==> config.mk <==
export PLATFORM = sky130hd
export DESIGN_NAME = countdown_timer
export DESIGN_NICKNAME = d
export VERILOG_FILES = /design/src/rtl/stopwatch_pkg.sv /design/src/rtl/countdown_timer_tick_gen.sv /design/src/rtl/countdown_timer.sv
export SDC_FILE = /design/constraint.sdc
export NUM_CORES = 1
export LEC_CHECK = 0
export BUFFER_PORTS_ARGS = -buffer_cell sky130_fd_sc_hd__clkbuf_2
export CAP_MARGIN = 20
export CORE_MARGIN = 2
export CORE_UTILIZATION = 54
export CTS_CLUSTER_SIZE = 24
export DETAILED_ROUTE_END_ITERATION = 7
export GPL_ROUTABILITY_DRIVEN = 0
export PLACE_DENSITY_LB_ADDON = 0.2
export SLEW_MARGIN = 25
export SYNTH_ARGS = -nofsm -noshare
export SYNTH_HDL_FRONTEND = slang
export SYNTH_HIERARCHICAL = 1
export SYNTH_SLANG_ARGS = --single-unit
==> constraint.sdc <==
create_clock -name clk -period 3.6 [get_ports clk]
set_input_delay 0.36 -clock clk [delete_from_list [all_inputs] [get_ports clk]]
set_output_delay 0.36 -clock clk [all_outputs]
set_load 0.005 [all_outputs]
==> src/rtl/stopwatch_pkg.sv <==
// Shared types and field limits for the stopwatch / countdown timer family.
package stopwatch_pkg;

  localparam int MIN_W   = 7;
  localparam int SEC_W   = 7;
  localparam int CENTI_W = 8;

  localparam logic [CENTI_W-1:0] CENTI_MAX = 8'd99;
  localparam logic [SEC_W-1:0]   SEC_MAX   = 7'd59;
  localparam logic [MIN_W-1:0]   MIN_MAX   = 7'd59;

  typedef enum logic [1:0] {
    IDLE    = 2'd0,
    RUNNING = 2'd1,
    PAUSED  = 2'd2,
    EXPIRED = 2'd3
  } timer_state_t;

  function automatic logic [MIN_W-1:0] clamp_min(input logic [MIN_W-1:0] v);
    return (v > MIN_MAX) ? MIN_MAX : v;
  endfunction

  function automatic logic [SEC_W-1:0] clamp_sec(input logic [SEC_W-1:0] v);
    return (v > SEC_MAX) ? SEC_MAX : v;
  endfunction

  function automatic logic [CENTI_W-1:0] clamp_centi(input logic [CENTI_W-1:0] v);
    return (v > CENTI_MAX) ? CENTI_MAX : v;
  endfunction

endpackage

==> src/rtl/countdown_timer_tick_gen.sv <==
// Centisecond prescaler: counts 0..TICK_DIV-1 while enabled, tick on the last count.
module tick_gen #(
  parameter int TICK_DIV = 4
) (
  input  logic clk,
  input  logic reset,
  input  logic en,
  input  logic clr,
  output logic tick
);

  localparam int PS_W = $clog2(TICK_DIV + 1);
  localparam logic [PS_W-1:0] LAST = PS_W'(TICK_DIV - 1);

  logic [PS_W-1:0] cnt_r;

  assign tick = en && (cnt_r == LAST);

  // Prescaler count; clr dominates, holds its value when not enabled
  always_ff @(posedge clk or negedge reset) begin
    if (!reset) begin
      cnt_r <= '0;
    end else if (clr) begin
      cnt_r <= '0;
    end else if (en) begin
      if (cnt_r == LAST) begin
        cnt_r <= '0;
      end else begin
        cnt_r <= cnt_r + PS_W'(1);
      end
    end else begin
      cnt_r <= cnt_r;
    end
  end

endmodule

==> src/rtl/countdown_timer.sv <==
// Countdown timer: min:sec:centi preset decremented once per centisecond tick until expiry.
module countdown_timer
  import stopwatch_pkg::*;
#(
  parameter int TICK_DIV = 4
) (
  input  logic               clk,
  input  logic               reset,
  input  logic               load,
  input  logic [MIN_W-1:0]   min_in,
  input  logic [SEC_W-1:0]   sec_in,
  input  logic [CENTI_W-1:0] centi_in,
  input  logic               start,
  input  logic               stop,
  input  logic               clear,
  output logic [MIN_W-1:0]   min,
  output logic [SEC_W-1:0]   sec,
  output logic [CENTI_W-1:0] centi,
  output logic               running,
  output logic               zero,
  output logic               expired
);

  timer_state_t       state_r;
  logic [MIN_W-1:0]   min_r;
  logic [SEC_W-1:0]   sec_r;
  logic [CENTI_W-1:0] centi_r;
  logic               running_r;
  logic               expired_r;

  logic [MIN_W-1:0]   dec_min_s;
  logic [SEC_W-1:0]   dec_sec_s;
  logic [CENTI_W-1:0] dec_centi_s;
  logic               dec_zero_s;
  logic               run_en_s;
  logic               ps_clr_s;
  logic               tick_s;

  assign min     = min_r;
  assign sec     = sec_r;
  assign centi   = centi_r;
  assign running = running_r;
  assign expired = expired_r;
  assign zero    = (min_r == 7'd0) && (sec_r == 7'd0) && (centi_r == 8'd0);

  // Borrow chain: value one centisecond lower, saturating at 0:00:00
  always_comb begin
    dec_min_s   = min_r;
    dec_sec_s   = sec_r;
    dec_centi_s = centi_r;
    if (centi_r != 8'd0) begin
      dec_centi_s = centi_r - 8'd1;
    end else if (sec_r != 7'd0) begin
      dec_centi_s = CENTI_MAX;
      dec_sec_s   = sec_r - 7'd1;
    end else if (min_r != 7'd0) begin
      dec_centi_s = CENTI_MAX;
      dec_sec_s   = SEC_MAX;
      dec_min_s   = min_r - 7'd1;
    end else begin
      dec_centi_s = 8'd0;
    end
  end

  assign dec_zero_s = (dec_min_s == 7'd0) && (dec_sec_s == 7'd0) && (dec_centi_s == 8'd0);

  // Any higher-priority strobe freezes the prescaler, so a stop in the tick cycle cancels it
  assign run_en_s = (state_r == RUNNING) && !clear && !load && !stop;
  assign ps_clr_s = clear || load || (tick_s && dec_zero_s);

  tick_gen #(.TICK_DIV(TICK_DIV)) u_tick_gen (
    .clk  (clk),
    .reset(reset),
    .en   (run_en_s),
    .clr  (ps_clr_s),
    .tick (tick_s)
  );

  // Control FSM and time value registers; strobe priority clear > load > stop > start
  always_ff @(posedge clk or negedge reset) begin
    if (!reset) begin
      state_r   <= IDLE;
      min_r     <= 7'd0;
      sec_r     <= 7'd0;
      centi_r   <= 8'd0;
      running_r <= 1'b0;
      expired_r <= 1'b0;
    end else if (clear) begin
      state_r   <= IDLE;
      min_r     <= 7'd0;
      sec_r     <= 7'd0;
      centi_r   <= 8'd0;
      running_r <= 1'b0;
      expired_r <= 1'b0;
    end else if (load) begin
      state_r   <= IDLE;
      min_r     <= clamp_min(min_in);
      sec_r     <= clamp_sec(sec_in);
      centi_r   <= clamp_centi(centi_in);
      running_r <= 1'b0;
      expired_r <= 1'b0;
    end else begin
      expired_r <= 1'b0;
      case (state_r)
        IDLE, PAUSED: begin
          if (start && !stop && !zero) begin
            state_r   <= RUNNING;
            running_r <= 1'b1;
          end else begin
            running_r <= 1'b0;
          end
        end
        RUNNING: begin
          if (stop) begin
            state_r   <= PAUSED;
            running_r <= 1'b0;
          end else if (tick_s) begin
            min_r   <= dec_min_s;
            sec_r   <= dec_sec_s;
            centi_r <= dec_centi_s;
            if (dec_zero_s) begin
              state_r   <= EXPIRED;
              running_r <= 1'b0;
              expired_r <= 1'b1;
            end else begin
              running_r <= 1'b1;
            end
          end else begin
            running_r <= 1'b1;
          end
        end
        EXPIRED: begin
          running_r <= 1'b0;
        end
        default: begin
          state_r   <= IDLE;
          running_r <= 1'b0;
        end
      endcase
    end
  end

endmodule

Word level (Yosys, flattened, before mapping)
Cells that the tools add are included.

word-level totals
  register bits after elaboration = 29
  word-level logic and storage cells = 106

cells by class
  add/subtract/negate cells = 4
  muxes and demuxes = 50
  eq/ne operators = 8
  reduce and logical (&&, ||, !) cells = 34
  $lt $le $gt $ge = 3

operators with widths
  cell                                                number
  two-way mux 7 bit                                   20
  two-way mux 8 bit                                   7
  zero test 7 bit                                     4
  zero test 8 bit                                     2
  > comparator 7 x 6 -> 1 bit, second input constant  2
  nonzero test 7 bit                                  2
  subtractor 7 x 1 -> 7 bit, second input constant    2
  two-way mux 1 bit                                   12
  two-way mux 2 bit                                   6
  logical AND 1 bit                                   11
  != test 5 bit, second input constant                2
  two-way mux 3 bit                                   3
  > comparator 8 x 7 -> 1 bit, second input constant  1
  nonzero test 8 bit                                  1
  subtractor 8 x 1 -> 8 bit, second input constant    1
  nonzero test 3 bit                                  2
  == test 2 bit, second input constant                2
  zero test 1 bit                                     4
  != test 4 bit, second input constant                1
  one-hot mux 2 bit (2 select lines)                  1
  AND reduction 4 bit                                 1
  nonzero test 4 bit                                  1
  adder 3 x 1 -> 3 bit, second input constant         1
  == test 3 x 2 -> 1 bit, second input constant       1
  other kinds (8)                                     9

Longest topological paths before layout
  word-level depth = 13
  gate-level depth with buffers = 12

Hierarchy
The synthesis kept the hierarchy.

by module, submodules not included
  module           sequential area each (um^2)  cells each  instances  area each (um^2)
  countdown_timer  650.6                        263         1          2045.7
  tick_gen         75.1                         13          1          142.6

Least setup slack after synthesis
No wires, ideal clock.

  kind = register -> register
  start point = register sec_r[0], in the netlist sec[0]
  end point = register u_tick_gen.cnt_r[2]
  data arrival time = 2.935 ns
  slack = 0.599 ns
  buffers on the path = 1
  stages on the path, launching flop included = 11
  data required time = 3.534 ns
  cells stage by stage = dfrtp_1 > clkbuf_1 > inv_1 > ha_1 > or3b_2 > or4_4 > or4_4 > and3_1 > nand4_1 > nand2_1 > and3b_1

on the way
  longest elaborated chain between the ends = 9

RTL lines
  item                                                            RTL line                        source
  start, declared                                                 countdown_timer.sv:26           logic [SEC_W-1:0] sec_r;
  start signal, assigned                                          countdown_timer.sv:98           sec_r <= clamp_sec(sec_in);
  start signal, assigned                                          countdown_timer.sv:119          sec_r <= dec_sec_s;
  subtractor 7 x 1 -> 7 bit (tied with other cells)               countdown_timer.sv:55           dec_sec_s = sec_r - 7'd1;
  two-way mux 7 bit                                               countdown_timer.sv:53           end else if (sec_r != 7'd0) begin
  two-way mux 7 bit                                               countdown_timer.sv:51           if (centi_r != 8'd0) begin
  zero test 7 bit                                                 countdown_timer.sv:65           assign dec_zero_s = (dec_min_s == 7'd0) && (dec_sec_s == 7'd0) && (dec_centi_s == 8'd0);
  logical AND 1 bit                                               countdown_timer.sv:65
  logical AND 1 bit *                                             countdown_timer.sv:65
  logical AND 1 bit *                                             countdown_timer.sv:69           assign ps_clr_s = clear || load || (tick_s && dec_zero_s);
  logical OR 1 bit *                                              countdown_timer.sv:69
  named net ps_clr_s                                              countdown_timer.sv:36           logic ps_clr_s;
  two-way mux 3 bit / nonzero test 2 bit (equally long branches)  n/a
  end signal, assigned                                            countdown_timer_tick_gen.sv:29  cnt_r <= cnt_r + PS_W'(1);
  end signal, assigned                                            countdown_timer_tick_gen.sv:32  cnt_r <= cnt_r;
  end, declared                                                   countdown_timer_tick_gen.sv:15  logic [PS_W-1:0] cnt_r;

The timed path passes the listed nets; every way through them passes the cells marked *.
A chain may end at the register's enable or synchronous reset.

Worst setup path in the final report
  start point = register centi_r[0], in the netlist centi[0]
  end point = register u_tick_gen.cnt_r[2]

on the way
  longest elaborated chain between the ends = 8

RTL lines
  item                                                               RTL line                source
  start, declared                                                    countdown_timer.sv:27   logic [CENTI_W-1:0] centi_r;
  start signal, assigned                                             countdown_timer.sv:99   centi_r <= clamp_centi(centi_in);
  start signal, assigned                                             countdown_timer.sv:120  centi_r <= dec_centi_s;
  branches (longest 4 deep; another with subtractor 8 x 1 -> 8 bit)  n/a
  logical AND 1 bit *                                                countdown_timer.sv:65
  logical AND 1 bit *                                                countdown_timer.sv:69
  logical OR 1 bit *                                                 countdown_timer.sv:69
  named net ps_clr_s                                                 countdown_timer.sv:36
  two-way mux 3 bit / nonzero test 2 bit (equally long branches)     n/a

Mark *: on every way through the listed nets, which the timed path passes.

==> reports/results.ini <==
[timing]
maxSlewViolCount=0
slew_headroom_pct=49.4
setup-tns-final_ns=0
finalSetupViolations=0
fmax_ghz=0.310
fin_skew_ns=0.00863
grt_setup_unrepaired=false
final.min_clock_period_ns=3.23
hold_viol_final=0
min_period_over_period_pct=89.7
tightest_slew_ns=0.759

[setup_path]
path_class=reg -> reg
path_max_fanout=11
path_delay_family=simple AND/OR/NAND/NOR gates
critPathArrivalTime_ns=3.41
cp_cell_sequence=inv_1 -> ha_1 -> or3b_2 -> or2_2 -> o41ai_1 -> o21ai_0 -> nor4bb_1 -> nand4_1 -> nand2_1 -> and3b_1
critical_path_buf_inv_count=1
endpoint_kind=register
critPathLaunchType=register
required_ns=3.78
cpPeakStageDelay_ns=0.52
critPathSlowestCell=or3b_2

[logic_synthesis]
avgSynthCellArea_um2=7.93
synth.distinct_cells=60
synth_cells=276
synth_top_area_share_pct=33.2
yosys_most_used_dff=dfrtp_1
yosysWarnings=6
synth-edff-count=0
ys_ff_latch=29
ys_seq_area_share_pct=33.2
syn_nets=309
synth_common_cells=nor2_1, dfrtp_1, nand2_1, o21ai_0, a21oi_1
synth_area_um2=2190
synth_most_common_cell=nor2_1
ys_top_cells_by_area=dfrtp_1, nor2_1, nand2_1, o21ai_0, a21oi_1
synthArstFlopShare_pct=100
yosysTopAreaCell=dfrtp_1

[detailed_routing]
drcViolationCount=0
routed_wl_um=6510
drt-initial-drc-count=252
drt_pass1_iterations=4
ant_nets=0
via_per_inst=6.28
wl_per_cell_um=17.0
vias=2413

[pwr]
ir_drop_v=0.000217
power_uw=1080
powerDensity_nw_per_um2=409
leakage_uw=0.00123

[cells_and_area]
drive_gt1_share_pct=25.1
antennaDiodeCount=0
final_cell_area_um2=2650
synthToLayoutAreaGrowth_pct=20.9
final_cell_count_no_fill=384
final_net_count=366

[die]
die_w_um=67.7
num_rows=23
ios=53
start_util_pct=55.5
core_um2=3940
fp.dieH_um=67.7
die_area_um2=4580

[placement]
dp.cells=376
portBuffers=52
dpl.hpwl_um=4850
place_area_um2=2520

[clocking]
cts_sinks=29
clockBufferDepth=2
ctsRootBufferMaster=clkbuf_8
cts_htree_levels=2
clkLatencyLatePin_ns=0.29
clk_pin_slew_ns=0.07
cts_buffers=5
cts_tree=yes
post_cts_buffers=0

[global_route]
track_usage_pct=31.0
grt_first_pass_wirelength_um=10600
grt_overflow=0
antenna_found_initial=0
grt_max_degree=30
grt_pass1_vias=2230

[worst_hold_path]
worstHoldPathType=in -> async

[run_status]
status=finished clean

[run]
drv_cap=0

-- stage by stage --
step                worst slack, ns  hold slack (ns)  utilization, %
global route                 0.0746            0.189            67.1
finish                        0.372            0.130            67.1
CTS                           0.303            0.153            67.0
global placement              0.391            0.453            64.0
detailed placement            0.304            0.468            64.0
floorplan                     0.599           0.0644               -
-- kinds of logic after synthesis --
group,after synthesis,share of synthesized area (%)
adder cells (fa/ha/maj),5,2.86
buffers and inverters,22,4.35
AO/OA/AOI/OAI,85,26.8
flip-flops,29,33.2
multiplexers,2,0.915
AND/OR/NAND/NOR,130,30.7
XOR/XNOR,3,1.20
-- where the power goes --
| part | internal, µW | switching (µW) | leakage (µW) |
|---|---|---|---|
| clock | 225 | 129 | 0.0000585 |
| sequential | 348 | 47.3 | 0.000386 |
| combinational | 138 | 193 | 0.000788 |
| total | 712 | 369 | 0.00123 |
-- area by class of cell --
cell class | count | area, µm²
flip-flops and latches | 29 | 726
inverters | 13 | 48.8
multi-input cells | 225 | 1380
fillers | 380 | 1300
clock inverters | 1 | 30.0
repair buffers | 59 | 313
clock buffers | 7 | 86.3
well taps | 50 | 62.6
-- final timing paths --
kind / start / endpoint / slack (ns) / cells past startpoint
max in group asynchronous: reset / centi[1] / 2.98 / 1
min in group clk: centi_in[4] / centi[4] / 0.32 / 2
setup / recovery: centi[0] / u_tick_gen/cnt_r[2] / 0.37 / 10
setup reg to reg: centi[0] / u_tick_gen/cnt_r[2] / 0.37 / 10
hold reg to reg: u_tick_gen/cnt_r[2] / u_tick_gen/cnt_r[2] / 0.55 / 1
hold / removal: reset / centi[2] / 0.13 / 1
-- cell usage in the layout, fill, tap and decap left out, types with 6 or more instances in the layout --
master and instances:
inv_1 13, nand2b_1 7, clkbuf_2 52, dfrtp_1 29, clkbuf_8 6, o21ai_0 20
nor3_1 12, nand3_1 7, a31oi_1 6, nand2_1 29, buf_4 7, a21oi_1 16
nor2_1 40
-- registers in the layout, indices dropped and copies added, names as in the netlist --
register          cells
expired               1
u_tick_gen/cnt_r      3
running               1
min                   7
centi                 8
sec                   7
state_r               2
-- routing by layer --
layer / GRT usage, % / wire length (µm) / up-vias
met5: 0 / 0 / -
met4: 13.5 / 171 / 0
li1: - / - / 1159
met2: 46.9 / 2940 / 114
met3: 6.50 / 564 / 20
met1: 42.4 / 2840 / 1120
-- what timing repair did --
action                                  4_1_cts  5_1_grt
hold buffers                                  0        0
endpoints found under the setup margin        0        1
resized for setup                             0        1
endpoints found under the hold margin         0        0
No activity file was read; power rests on OpenSTA's default activity.
